## src/rtl/mac_accumulator.sv

```systemverilog
// Dot-product accumulator that feeds an external 8x8 array multiplier and sums N_TERMS products per frame.
// Optional macro SATURATE_EN: clamp the accumulator on overflow instead of wrapping.
module mac_accumulator #(
    parameter int ACC_W   = 19,
    parameter int N_TERMS = 8
) (
    input  logic             clk,
    input  logic             rst,
    input  logic             in_valid,
    output logic             in_ready,
    input  logic [7:0]       in_a,
    input  logic [7:0]       in_b,
    output logic [7:0]       mul_a,
    output logic [7:0]       mul_b,
    input  logic [15:0]      mul_p,
    output logic             out_valid,
    input  logic             out_ready,
    output logic [ACC_W-1:0] out_acc,
    output logic             ovf
);

    // state    | meaning
    // ST_ACC   | accepting operand pairs for the current frame
    // ST_DRAIN | all pairs taken, waiting for in-flight products to be summed
    // ST_DONE  | result presented, waiting for consumer handshake
    typedef enum logic [1:0] {
        ST_ACC   = 2'd0,
        ST_DRAIN = 2'd1,
        ST_DONE  = 2'd2
    } state_t;

    localparam int CNT_W = $clog2(N_TERMS) + 1;
    localparam int SUM_W = ACC_W + 1;

    state_t           r_state;
    state_t           w_state_nxt;
    logic [CNT_W-1:0] r_count;
    logic             r_v1;
    logic             r_v2;
    logic [15:0]      r_prod;
    logic [ACC_W-1:0] r_acc;
    logic             r_ovf;
    logic [7:0]       r_mul_a;
    logic [7:0]       r_mul_b;

    logic             w_accept;
    logic             w_last;
    logic             w_handshake;
    logic [SUM_W-1:0] w_sum;

    assign in_ready    = (r_state == ST_ACC);
    assign w_accept    = in_valid & in_ready;
    assign w_last      = (r_count == CNT_W'(N_TERMS - 1));
    assign w_handshake = (r_state == ST_DONE) & out_ready;
    // Extra top bit catches the carry out of the accumulator.
    assign w_sum       = {1'b0, r_acc} + SUM_W'(r_prod);

    assign mul_a     = r_mul_a;
    assign mul_b     = r_mul_b;
    assign out_valid = (r_state == ST_DONE);
    assign out_acc   = r_acc;
    assign ovf       = r_ovf;

    always_ff @(posedge clk) begin
        if (rst) begin
            r_state <= ST_ACC;
        end else begin
            r_state <= w_state_nxt;
        end
    end

    always_comb begin
        w_state_nxt = r_state;
        case (r_state)
            ST_ACC: begin
                if (w_accept && w_last) begin
                    w_state_nxt = ST_DRAIN;
                end
            end
            ST_DRAIN: begin
                if (!r_v1 && !r_v2) begin
                    w_state_nxt = ST_DONE;
                end
            end
            ST_DONE: begin
                if (out_ready) begin
                    w_state_nxt = ST_ACC;
                end
            end
            default: w_state_nxt = ST_ACC;
        endcase
    end

    always_ff @(posedge clk) begin
        if (rst) begin
            r_count <= '0;
            r_v1    <= 1'b0;
            r_v2    <= 1'b0;
            r_prod  <= '0;
            r_acc   <= '0;
            r_ovf   <= 1'b0;
            r_mul_a <= '0;
            r_mul_b <= '0;
        end else begin
            r_v1   <= w_accept;
            r_v2   <= r_v1;
            r_prod <= mul_p;
            if (w_accept) begin
                r_mul_a <= in_a;
                r_mul_b <= in_b;
            end
            if (w_handshake) begin
                r_count <= '0;
                r_acc   <= '0;
                r_ovf   <= 1'b0;
            end else begin
                if (w_accept) begin
                    r_count <= r_count + 1'b1;
                end
                if (r_v2) begin
                    if (w_sum[ACC_W]) begin
                        r_ovf <= 1'b1;
                    end
`ifdef SATURATE_EN
                    // Once clamped, the accumulator stays at full scale until the frame ends.
                    if (w_sum[ACC_W] || r_ovf) begin
                        r_acc <= '1;
                    end else begin
                        r_acc <= w_sum[ACC_W-1:0];
                    end
`else
                    r_acc <= w_sum[ACC_W-1:0];
`endif
                end
            end
        end
    end

endmodule

```

## config.mk

```make
export PLATFORM = sky130hd
export DESIGN_NAME = mac_accumulator
export DESIGN_NICKNAME = d
export VERILOG_FILES = /design/src/rtl/mac_accumulator.sv
export SDC_FILE = /design/constraint.sdc
export NUM_CORES = 1
export LEC_CHECK = 0
export BUFFER_PORTS_ARGS = -buffer_cell sky130_fd_sc_hd__buf_2
export CORE_MARGIN = 2
export CORE_UTILIZATION = 48
export CTS_CLUSTER_DIAMETER = 30
export DETAILED_ROUTE_END_ITERATION = 8
export MAX_ROUTING_LAYER = met4
export PLACE_DENSITY_LB_ADDON = 0.08
export SLEW_MARGIN = 20
export SYNTH_ARGS = -nofsm -noshare
export SYNTH_HDL_FRONTEND = slang
export SYNTH_SLANG_ARGS = --single-unit
```

## constraint.sdc

```tcl
create_clock -name clk -period 5.55 [get_ports clk]
set_input_delay 1.11 -clock clk [delete_from_list [all_inputs] [get_ports clk]]
set_output_delay 1.11 -clock clk [all_outputs]
set_load 0.1 [all_outputs]
```

==> results.txt, run 1 <==
----------------------------------------------------
[Critical path]
  Worst EP required ... between 5 and 6 ns
  Worst flop-to-flop path endpoint ... out_acc[18]
  Crit Path Class ... in2reg
  Cells on worst reg2reg path ... 10
  Critical Path End Type ... register
  Critical Path Source Type ... primary input
  R2r setup slk ... approximately 3.0 ns
  Startpoint of the lowest-slack register-to-register path ... out_acc[0]
  Signal arrival time at the worst endpoint ... 2.93 ns
  Worst Path Max Fanout ... 38

[STA]
  Post-route minimum period ... roughly 2.7 ns
  Sum of negative setup slack ... 0 ns
  Top achievable clock speed ... ~370 MHz
  Worst Clk Skew ... just under 0.007 ns
  Period Utilization, post-route ... between 40% and 50%
  Count of pins over their slew limit ... 0
  Unrepaired setup endpoints after global routing ... no
  Max-slew headroom at the worst pin ... roughly 45%
  Worst-Margin Slew ... just over 0.8 ns
  Count of final hold-check violations ... 0
  Number of setup violations in the final report ... 0
  Post-route worst hold slack ... between 0.4 and 0.5 ns

[Logic synthesis]
  Net count after synthesis ... between 300 and 400
  Area share of xor/xnor cells in the synthesized design ... about 4%
  Yosys warning count ... 0
  Dominant combinational cell family by area after synthesis ... simple AND/OR/NAND/NOR gates
  Async set-or-reset flop fraction in the synthesized netlist ... 0%
  Gate count of the mapped netlist ... between 300 and 400
  Post-synthesis average cell area ... 8.727 um^2
  Area share of and/or/nand/nor cells after synthesis ... 21.62%
  Synthesized-area fraction occupied by ao, oa, aoi and oai cells ... 16.87%
  Cell types with the largest area share after synthesis ... sky130_fd_sc_hd__dfxtp_1 43%, sky130_fd_sc_hd__ha_1 7.5%, sky130_fd_sc_hd__nand2_1 6.4%
  Most common flop cell mapped by yosys ... sky130_fd_sc_hd__dfxtp_1
  Multiplexer area fraction after synthesis ... roughly 3.2%
  Number of enable-type register cells in the synthesized netlist ... 0
  Post-synth design cell area ... ~2800 um^2
  Top cell type's share of synthesized area ... a little over two fifths
  Share of the yosys chip area belonging to registers ... about 43%
  Post-synth cell types ... 48
  Adder-cell share of the synthesized area ... 8.256%
  Cell taking the most area after synthesis ... sky130_fd_sc_hd__dfxtp_1
  Register bit count reported by yosys ... 60

[Cells and area]
  Post-synthesis to final-layout area growth ... 21.75%
  Number of diodes added for antenna fixing ... 0
  Most common cell after layout, fill and taps aside ... sky130_fd_sc_hd__buf_2
  Commonest non-fill, non-tap cells in the layout ... 73 x sky130_fd_sc_hd__buf_2, 60 x sky130_fd_sc_hd__dfxtp_1, 48 x sky130_fd_sc_hd__nand2_1
  Layout cells sized above 1 ... 24.06%
  Total Nets Final ... roughly 450

[Clocking]
  Count of buffers added by post-CTS timing repair for setup ... 0
  Clock-pin slew on the worst setup and hold paths ... about 0.070 ns
  Clock root cell ... sky130_fd_sc_hd__clkbuf_8
  CTS Sinks ... 60
  Clk Latency, worst-skew pair ... roughly 0.33 ns
  CTS Buf Count ... 9
  Hold_buf cts ... 0
  Longest Clk Path Bufs ... 2
  Number of gates given a new drive strength after cts ... 0
  TritonCTS clock tree ... done
  H-tree levels ... 3

[Min path]
  Worst Hold Path EP ... mul_a[6]
  Hold WC Path Type ... reg2reg
  Number of instances on the worst hold path ... 2
  Worst hold start ... mul_a[6]

[Detailed routing]
  Number of remaining DRC errors ... 0
  DRT antenna net count ... 0
  Wire length after detailed routing ... between 5 and 6 mm
  Wire per inst ... 12.68 um
  Number of detailed-routing iterations run before antenna repair ... 4
  Number of vias per cell ... between 5 and 6
  Count of routing violations after the opening detailed-route iteration ... 129
  Vias ... 2,425

[Place]
  Final weighted congestion in routability-driven placement ... between 0.9 and 1
  Port Buf Inserts ... between 70 and 80
  Half-perimeter wire length of the detailed placement result ... between 4 and 5 mm

[GRT]
  Number of antenna violations at the first check in global routing ... 0
  Grt total ovfl ... 0
  Wire length of the first global-routing pass ... approximately 10 mm
  Total global-route track usage ... roughly a fifth
  Number of global-route vias before repair ... around 2,300
  Maximum number of pins on one net before global-route repair ... 39

[Pwr]
  Leakage dissipation ... around 1.6 nW
  Power density over the cells ... 307.1 nW/um^2
  Total power ... around 1.1 mW
  Peak VDD IR ... 0.1741 mV

[Floorplan]
  Row Count ... 27
  I/O pin total ... 74
  Die Wd ... 80.64 um
  Initial core utilization ... between 50% and 60%
  Placeable core region ... about 5600 um^2
  Full die area ... 6502 um^2
  Die height ... roughly 81 um

[Job]
  Max-capacitance violation count ... 0

[Run status]
  Result of the run ... finished, final reports clean

----------------------------------------------------
==> report_power, final <==
group          switching [mW]  leakage [nW]  total, mW  internal (mW)
Clock                   0.170         0.113      0.433          0.263
Combinational           0.119          1.03      0.162         0.0428
Sequential             0.0104         0.492      0.459          0.449
==> synthesized netlist by cell type, types with 4 or more instances <==
master	n
sky130_fd_sc_hd__dfxtp_1	60
sky130_fd_sc_hd__clkbuf_1	8
sky130_fd_sc_hd__nor3_1	4
sky130_fd_sc_hd__a21o_1	7
sky130_fd_sc_hd__inv_1	8
sky130_fd_sc_hd__xnor2_1	9
sky130_fd_sc_hd__a211oi_1	4
sky130_fd_sc_hd__nor2b_1	20
sky130_fd_sc_hd__o21ai_0	9
sky130_fd_sc_hd__nand3_1	4
sky130_fd_sc_hd__nor2_1	31
sky130_fd_sc_hd__xor2_1	4
sky130_fd_sc_hd__mux2i_1	9
sky130_fd_sc_hd__nand2_1	48
sky130_fd_sc_hd__ha_1	17
sky130_fd_sc_hd__a21oi_1	34
==> layer usage <==
| metal | global-route usage (%) | routed length (um) |
|---|---|---|
| met1 | 25.14 | 2764 |
| met2 | 33.08 | 2755 |
| met3 | 3.708 | 281 |
| met4 | 11.36 | 172 |
| met5 | - | 0 |
==> logic make-up after synthesis <==
family | count (synthesis)
and+or+nand+nor | 127
AOI/OAI and AO/OA | 74
DFF | 60
buffers and inverters | 22
adders and majority gates | 18
xor gates and xnor gates | 13
muxes | 9
==> stage by stage <==
step           std cells  util (%)  area [um^2]  setup slack (ns)
2_1_floorplan        323         -         2819             2.473
3_3_place_gp         455     57.69         3216             2.459
3_5_place_dp         455     57.69         3216             2.427
4_1_cts              471     61.57         3432             2.788
5_1_grt              471     61.57         3432             2.624
6_report             471     61.57         3432             2.841
==> critical path: stages <==
cell and delay [ns]:
sky130_fd_sc_hd__buf_2 0.53, sky130_fd_sc_hd__a21o_1 0.64, sky130_fd_sc_hd__nor3_1 0.14, sky130_fd_sc_hd__a32o_1 0.25, sky130_fd_sc_hd__a211o_1 0.25
==> area by class of cell <==
class                      count  area [um^2]
fill                         524         2142
multi-input combinational    241         1521
sequential                    60         1201
timing repair buffer          74        372.9
clock buffer                  11        141.4
tap                           72        90.09
clock inverter                 5        75.07
inverter                       8        30.03
==> registers in the layout (all words and copies together), names as in the netlist, 2 cells and up <==
name and flops:
mul_b 8, r_state 2, r_prod 16, out_acc 19, r_count 4, mul_a 8
==> worst max-delay path by stage <==
| stage | from | endpoint | slack (ns) | cells past startpoint |
|---|---|---|---|---|
| floorplan | out_acc[0] | out_acc[16] | 2.47 | 10 |
| global placement | rst | out_acc[15] | 2.46 | 5 |
| detailed placement | rst | out_acc[15] | 2.43 | 5 |
| CTS | rst | out_acc[15] | 2.79 | 5 |
| global route | rst | out_acc[15] | 2.62 | 5 |
| finish | rst | out_acc[15] | 2.84 | 5 |
Power figures use the tool's default switching activity.
==> run 2: changes to the inputs <==
--- a/config.mk
+++ b/config.mk
@@ -7,7 +7,7 @@
 export LEC_CHECK = 0
 export BUFFER_PORTS_ARGS = -buffer_cell sky130_fd_sc_hd__buf_2
 export CORE_MARGIN = 2
-export CORE_UTILIZATION = 48
+export CORE_UTILIZATION = 47
 export CTS_CLUSTER_DIAMETER = 30
 export DETAILED_ROUTE_END_ITERATION = 8
 export MAX_ROUTING_LAYER = met4
==> constraint.sdc (replaced) <==
create_clock -name clk -period 2.25 [get_ports clk]
set_input_delay 0.45 -clock clk [delete_from_list [all_inputs] [get_ports clk]]
set_output_delay 0.45 -clock clk [all_outputs]
set_load 0.1 [all_outputs]
==> results.txt, run 2 (synthesized netlist as in run 1, its figures left out) <==
----------------------------------------------------
[Place]
  Half-perimeter wire length of the detailed placement result ... 4.395 mm
  Final weighted congestion in routability-driven placement ... just under 0.9
  Cell area after placement ... roughly 3400 um^2
  Port Buf Inserts ... 73

[Clocking]
  H-tree levels ... 3
  Hold_buf cts ... 0
  Clk Latency, worst-skew pair ... approximately 0.34 ns
  Clock-pin slew on the worst setup and hold paths ... roughly 0.070 ns
  Clock root cell ... sky130_fd_sc_hd__clkbuf_8
  TritonCTS clock tree ... done
  CTS Sinks ... 60
  Longest Clk Path Bufs ... 2
  CTS Buf Count ... 9

[Critical path]
  Cells on worst reg2reg path ... 10
  Startpoint of the lowest-slack register-to-register path ... out_acc[0]
  CP max-delay cell ... sky130_fd_sc_hd__or4_1
  Critical Path End Type ... register
  Signal arrival time at the worst endpoint ... between 2 and 3 ns
  Worst EP required ... 2.53 ns
  Worst path cell trace ... ha_4 > inv_2 > fa_2 > nand2b_4 > a21oi_4 > o211ai_2 > a21o_1 > o21a_1 > or4_1 > nand2_1
  Critical path origin ... out_acc[0]
  Critical Path Source Type ... register
  Worst Path Max Fanout ... 3
  Crit Path Class ... reg2reg
  Max incr delay on CP ... between 0.4 and 0.5 ns

[Pwr]
  Peak VDD IR ... 0.4124 mV
  Power density over the cells ... just under 700 nW/um^2
  Leakage dissipation ... 1.697 nW

[Cells and area]
  Storage cell area ... ~1200 um^2
  Total Nets Final ... 461
  Post-synthesis to final-layout area growth ... 27.74%
  Layout cells sized above 1 ... about a third
  Design area ... ~3600 um^2
  Combined area of the multi-input logic cells ... ~1600 um^2
  Most common cell after layout, fill and taps aside ... sky130_fd_sc_hd__buf_2
  Number of filler instances in the final layout ... between 500 and 600
  Number of diodes added for antenna fixing ... 0
  Commonest non-fill, non-tap cells in the layout ... 73 x sky130_fd_sc_hd__buf_2, 48 x sky130_fd_sc_hd__nand2_1, 47 x sky130_fd_sc_hd__dfxtp_1
  Flip-flop count of the largest register after layout ... 19

[STA]
  Period Utilization, post-route ... roughly 99%
  Max-slew headroom at the worst pin ... around three fifths
  Worst-Margin Slew ... 0.5875 ns
  Count of pins over their slew limit ... 0
  Post-route minimum period ... around 2.2 ns
  Top achievable clock speed ... around 450 MHz
  Count of final hold-check violations ... 0
  Number of setup violations in the final report ... 0
  Unrepaired setup endpoints after global routing ... yes
  Post-route worst hold slack ... between 0.3 and 0.4 ns
  Worst Clk Skew ... 0.01073 ns

[Detailed routing]
  Number of remaining DRC errors ... 0
  Count of routing violations after the opening detailed-route iteration ... 81
  Vias ... approximately 2,500
  Wire length after detailed routing ... slightly above 6 mm
  DRT antenna net count ... 0
  Wire per inst ... ~12 um
  Number of detailed-routing iterations run before antenna repair ... 4
  Number of vias per cell ... between 5 and 6

[GRT]
  Number of antenna violations at the first check in global routing ... 0
  Grt total ovfl ... 0
  Number of global-route vias before repair ... between 2,000 and 2,500
  Wire length of the first global-routing pass ... 10.16 mm
  Total global-route track usage ... between 20% and 30%
  Maximum number of pins on one net before global-route repair ... 37

[Floorplan]
  Row Count ... 28
  Die Wd ... roughly 81 um
  Full die area ... approximately 6600 um^2
  Placeable core region ... ~5900 um^2
  Die height ... between 80 and 90 um
  Initial core utilization ... between 40% and 50%
  I/O pin total ... between 70 and 80

[Min path]
  Worst hold start ... mul_p[14]
  Hold WC Path Type ... in2reg
  Number of instances on the worst hold path ... 2

[Run status]
  Result of the run ... finished, final reports clean

[Job]
  Max-capacitance violation count ... 0

----------------------------------------------------
-- run 2: cell count changes in the layout (fill, tap and decap cells not counted), sizes merged --
cell / change
clkbuf: -1
buf: +13
inv: +1
bufinv: -2
clkinvlp: +2
clkinv: -1
-- run 2: worst max-delay path: cells and delay by family (launching register included) --
family,cells,cell delay [ns]
DFF,1,0.36
adders and majority gates,2,0.45
and+or+nand+nor,3,0.69
buffers and inverters,1,0.03
AOI/OAI and AO/OA,4,0.64
-- run 2: worst paths after layout --
path	slack, ns	endpoint
hold / removal	0.32	r_prod[14]
setup / recovery	0.02	out_acc[18]
hold reg to reg	0.45	mul_a[5]
setup reg to reg	0.02	out_acc[18]
-- run 2: layout make-up --
cell class / count / area share, %
clock buffer: 10 / 4.135
sequential: 60 / 34.09
multi-input combinational: 241 / 44.30
tap: 75 / 2.606
inverter: 8 / 0.8339
timing repair buffer: 87 / 13.06
clock inverter: 5 / 0.9729
-- run 2: metal layers --
metal / global-route usage (%) / wire length, um
met5: - / 0
met4: 6.102 / 48
met3: 6.593 / 250
met2: 33.11 / 2905
met1: 24.09 / 2837
-- run 2: report_power, final --
group / internal, mW / switching (mW)
logic: 0.118 / 0.304
registers: 1.11 / 0.0236
clock network: 0.460 / 0.416
total: 1.68 / 0.743
-- run 2: repair_timing --
action	in CTS	in global routing
pin swaps	1	2
setup buffers	0	1
setup endpoints to repair	2	9
resized for setup	2	5
-- run 2: through the flow --
stage | utilization, % | power, mW | instances | setup TNS, ns | setup WS [ns]
4_1_cts | 60.84 | 2.456 | 485 | 0 | 0.009053
5_1_grt | 61.55 | 2.542 | 486 | -0.2013 | -0.1068
3_3_place_gp | 57.55 | 1.568 | 470 | 0 | 0.01486
3_5_place_dp | 57.55 | 1.573 | 470 | -0.05524 | -0.03831
6_report | 61.55 | 2.426 | 486 | 0 | 0.01652
2_1_floorplan | - | 1.476 | 323 | -0.5433 | -0.1928
==> run 3: changes to the inputs <==
--- a/config.mk
+++ b/config.mk
@@ -6,10 +6,12 @@
 export NUM_CORES = 1
 export LEC_CHECK = 0
 export BUFFER_PORTS_ARGS = -buffer_cell sky130_fd_sc_hd__buf_2
+export CORE_ASPECT_RATIO = 1.2
 export CORE_MARGIN = 2
 export CORE_UTILIZATION = 47
 export CTS_CLUSTER_DIAMETER = 30
 export DETAILED_ROUTE_END_ITERATION = 8
+export GPL_TIMING_DRIVEN = 0
 export MAX_ROUTING_LAYER = met4
 export PLACE_DENSITY_LB_ADDON = 0.08
 export SLEW_MARGIN = 20
==> results.txt, run 3 (synthesized netlist as in run 1, its figures left out) <==
----------------------------------------------------
[GRT]
  Total global-route track usage ... between 20% and 30%
  Wire length of the first global-routing pass ... 10.21 mm
  Number of antenna violations at the first check in global routing ... 0
  Number of global-route vias before repair ... around 2,400
  Grt total ovfl ... 0
  Maximum number of pins on one net before global-route repair ... 11

[Floorplan]
  Full die area ... ~6600 um^2
  Die height ... just under 90 um
  Placeable core region ... 5743 um^2
  Die Wd ... about 75 um
  Row Count ... 30
  I/O pin total ... 74
  Initial core utilization ... between 40 and 50%

[Cells and area]
  Total Nets Final ... between 400 and 500
  Number of filler instances in the final layout ... 524
  Layout cells sized above 1 ... between 30% and 40%
  Commonest non-fill, non-tap cells in the layout ... 73 x sky130_fd_sc_hd__buf_2, 48 x sky130_fd_sc_hd__nand2_1, 47 x sky130_fd_sc_hd__dfxtp_1
  Flip-flop count of the largest register after layout ... 19
  Post-synthesis to final-layout area growth ... 28.18%
  Combined area of the multi-input logic cells ... roughly 1600 um^2
  Final core area utilization ... between 60% and 70%
  Storage cell area ... around 1200 um^2
  Most common cell after layout, fill and taps aside ... sky130_fd_sc_hd__buf_2
  Number of diodes added for antenna fixing ... 0

[Pwr]
  Power density over the cells ... 666.3 nW/um^2
  Portion of total power attributed to combinational logic ... around 18%
  Int Power ... 1.678 mW
  Portion of total power attributed to the clock network ... between 30% and 40%
  Net switching power of the design ... 0.7302 mW
  Leakage dissipation ... 1.691 nW
  Peak VDD IR ... approximately 0.66 mV
  Sequential share of power ... ~47%
  Net Sw Frac ... 30.33%
  Total power ... approximately 2.4 mW

[Detailed routing]
  Number of detailed-routing iterations run before antenna repair ... 4
  DR WL met3 ... between 200 and 300 um
  Wire per inst ... 12.85 um
  Number of vias per cell ... 5.073
  Number of remaining DRC errors ... 0
  Max layer used ... met4
  Wire length after detailed routing ... around 6.4 mm
  Vias ... between 2,000 and 3,000
  DRT antenna net count ... 0
  Count of routing violations after the opening detailed-route iteration ... 78
  Detailed-routing wirelength on met1 ... about 2.9 mm
  Routed wl met2 ... 3.101 mm

[STA]
  Number of setup violations in the final report ... 0
  Sum of negative setup slack ... 0 ns
  Count of pins over their slew limit ... 0
  Worst-Margin Slew ... just under 0.8 ns
  Max-slew headroom at the worst pin ... 48.65%
  Post-route minimum period ... approximately 2.2 ns
  Top achievable clock speed ... approximately 440 MHz
  Post-route worst hold slack ... 0.3296 ns
  Unrepaired setup endpoints after global routing ... yes
  Count of final hold-check violations ... 0
  Period Utilization, post-route ... 99.91%
  Worst Clk Skew ... between 0.007 and 0.008 ns

[Clocking]
  Longest Clk Path Bufs ... 2
  Clock-pin slew on the worst setup and hold paths ... around 0.07 ns
  H-tree levels ... 3
  CTS Buf Count ... 9
  Clock root cell ... sky130_fd_sc_hd__clkbuf_8
  CTS Sinks ... 60
  Clk Latency, worst-skew pair ... ~0.33 ns
  TritonCTS clock tree ... done
  Hold_buf cts ... 0

[Critical path]
  Worst Path Max Fanout ... 2
  Worst EP required ... ~2.5 ns
  Startpoint of the lowest-slack register-to-register path ... out_acc[0]
  Cells on worst reg2reg path ... 11
  Signal arrival time at the worst endpoint ... roughly 2.5 ns
  Critical Path Source Type ... register
  Critical Path End Type ... register
  Crit Path Class ... reg2reg
  R2r setup slk ... about 0.0021 ns
  Worst flop-to-flop path endpoint ... out_acc[12]

[Min path]
  Number of instances on the worst hold path ... 2
  Worst hold start ... mul_p[4]
  Worst Hold Path EP ... r_prod[4]
  Hold WC Path Type ... in2reg

[Job]
  Max-capacitance violation count ... 0

[Run status]
  Result of the run ... finished, final reports clean

[Place]
  Final weighted congestion in routability-driven placement ... just under 0.9
  Half-perimeter wire length of the detailed placement result ... about 4.6 mm
  Port Buf Inserts ... 73

----------------------------------------------------
-- run 3: cell count changes in the layout (fill, tap and decap cells not counted), moves of 2 or more --
cell / previous run / this run
sky130_fd_sc_hd__clkbuf_8: 9 / 11
sky130_fd_sc_hd__buf_1: 0 / 3
sky130_fd_sc_hd__clkinvlp_4: 2 / 0
sky130_fd_sc_hd__buf_4: 14 / 4
sky130_fd_sc_hd__clkbuf_1: 0 / 11
-- run 3: worst max path at each step --
stage	startpoint	to	slack, ns	cells past startpoint
after detailed placement	out_acc[8]	out_acc[17]	-0.12	8
after CTS	out_acc[3]	ovf	-0.02	8
after floorplan	out_acc[0]	out_acc[16]	-0.19	10
final	out_acc[0]	out_acc[12]	0.002	11
after global placement	out_acc[8]	out_acc[17]	-0.11	8
after global routing	out_acc[0]	out_acc[18]	-0.09	10
-- run 3: cell type report --
class | instances | area share (%)
inverter | 8 | 0.8310
clock buffer | 14 | 4.501
sequential | 60 | 33.97
tap | 80 | 2.770
multi-input combinational | 241 | 44.88
timing repair buffer | 77 | 10.94
buffer | 14 | 1.835
clock inverter | 2 | 0.2770
-- run 3: metal layers --
| metal | track usage, % | vias up |
|---|---|---|
| met5 | - | - |
| met4 | 9.253 | 0 |
| met3 | 3.531 | 13 |
| met2 | 35.16 | 60 |
| met1 | 23.38 | 1152 |
| li1 | - | 1291 |
-- run 3: through the flow --
step	instance area, um^2	instances	setup slack (ns)
finish	3613	496	0.002122
global route	3613	496	-0.09182
CTS	3547	494	-0.02398
detailed placement	3342	476	-0.1238
global placement	3342	476	-0.1109
floorplan	2877	323	-0.1928
-- run 3: worst max-delay path: stages (launching register included) --
cell,delay (ns)
sky130_fd_sc_hd__dfxtp_4,0.35
sky130_fd_sc_hd__ha_4,0.12
sky130_fd_sc_hd__inv_2,0.03
sky130_fd_sc_hd__fa_2,0.33
sky130_fd_sc_hd__nand2b_4,0.16
sky130_fd_sc_hd__a21oi_4,0.15
sky130_fd_sc_hd__buf_4,0.14
sky130_fd_sc_hd__nor2_4,0.04
sky130_fd_sc_hd__o21ai_2,0.18
sky130_fd_sc_hd__a32oi_2,0.13
sky130_fd_sc_hd__or4b_1,0.47
sky130_fd_sc_hd__nand3_1,0.08
-- run 3: power groups by stage --
stage | sequential, mW | combinational, mW | clock (mW)
after global placement | 1.15 | 0.413 | 0
after global routing | 1.13 | 0.454 | 0.923
after floorplan | 1.32 | 0.153 | 0
final | 1.13 | 0.421 | 0.858
after CTS | 1.13 | 0.418 | 0.881
after detailed placement | 1.15 | 0.416 | 0
-- run 3: repair_timing --
item | 4_1_cts | 5_1_grt
gates resized for setup | 4 | 11
gates cloned | 0 | 0
pin swaps | 5 | 5
setup buffers | 2 | 2
setup endpoints to repair | 5 | 8
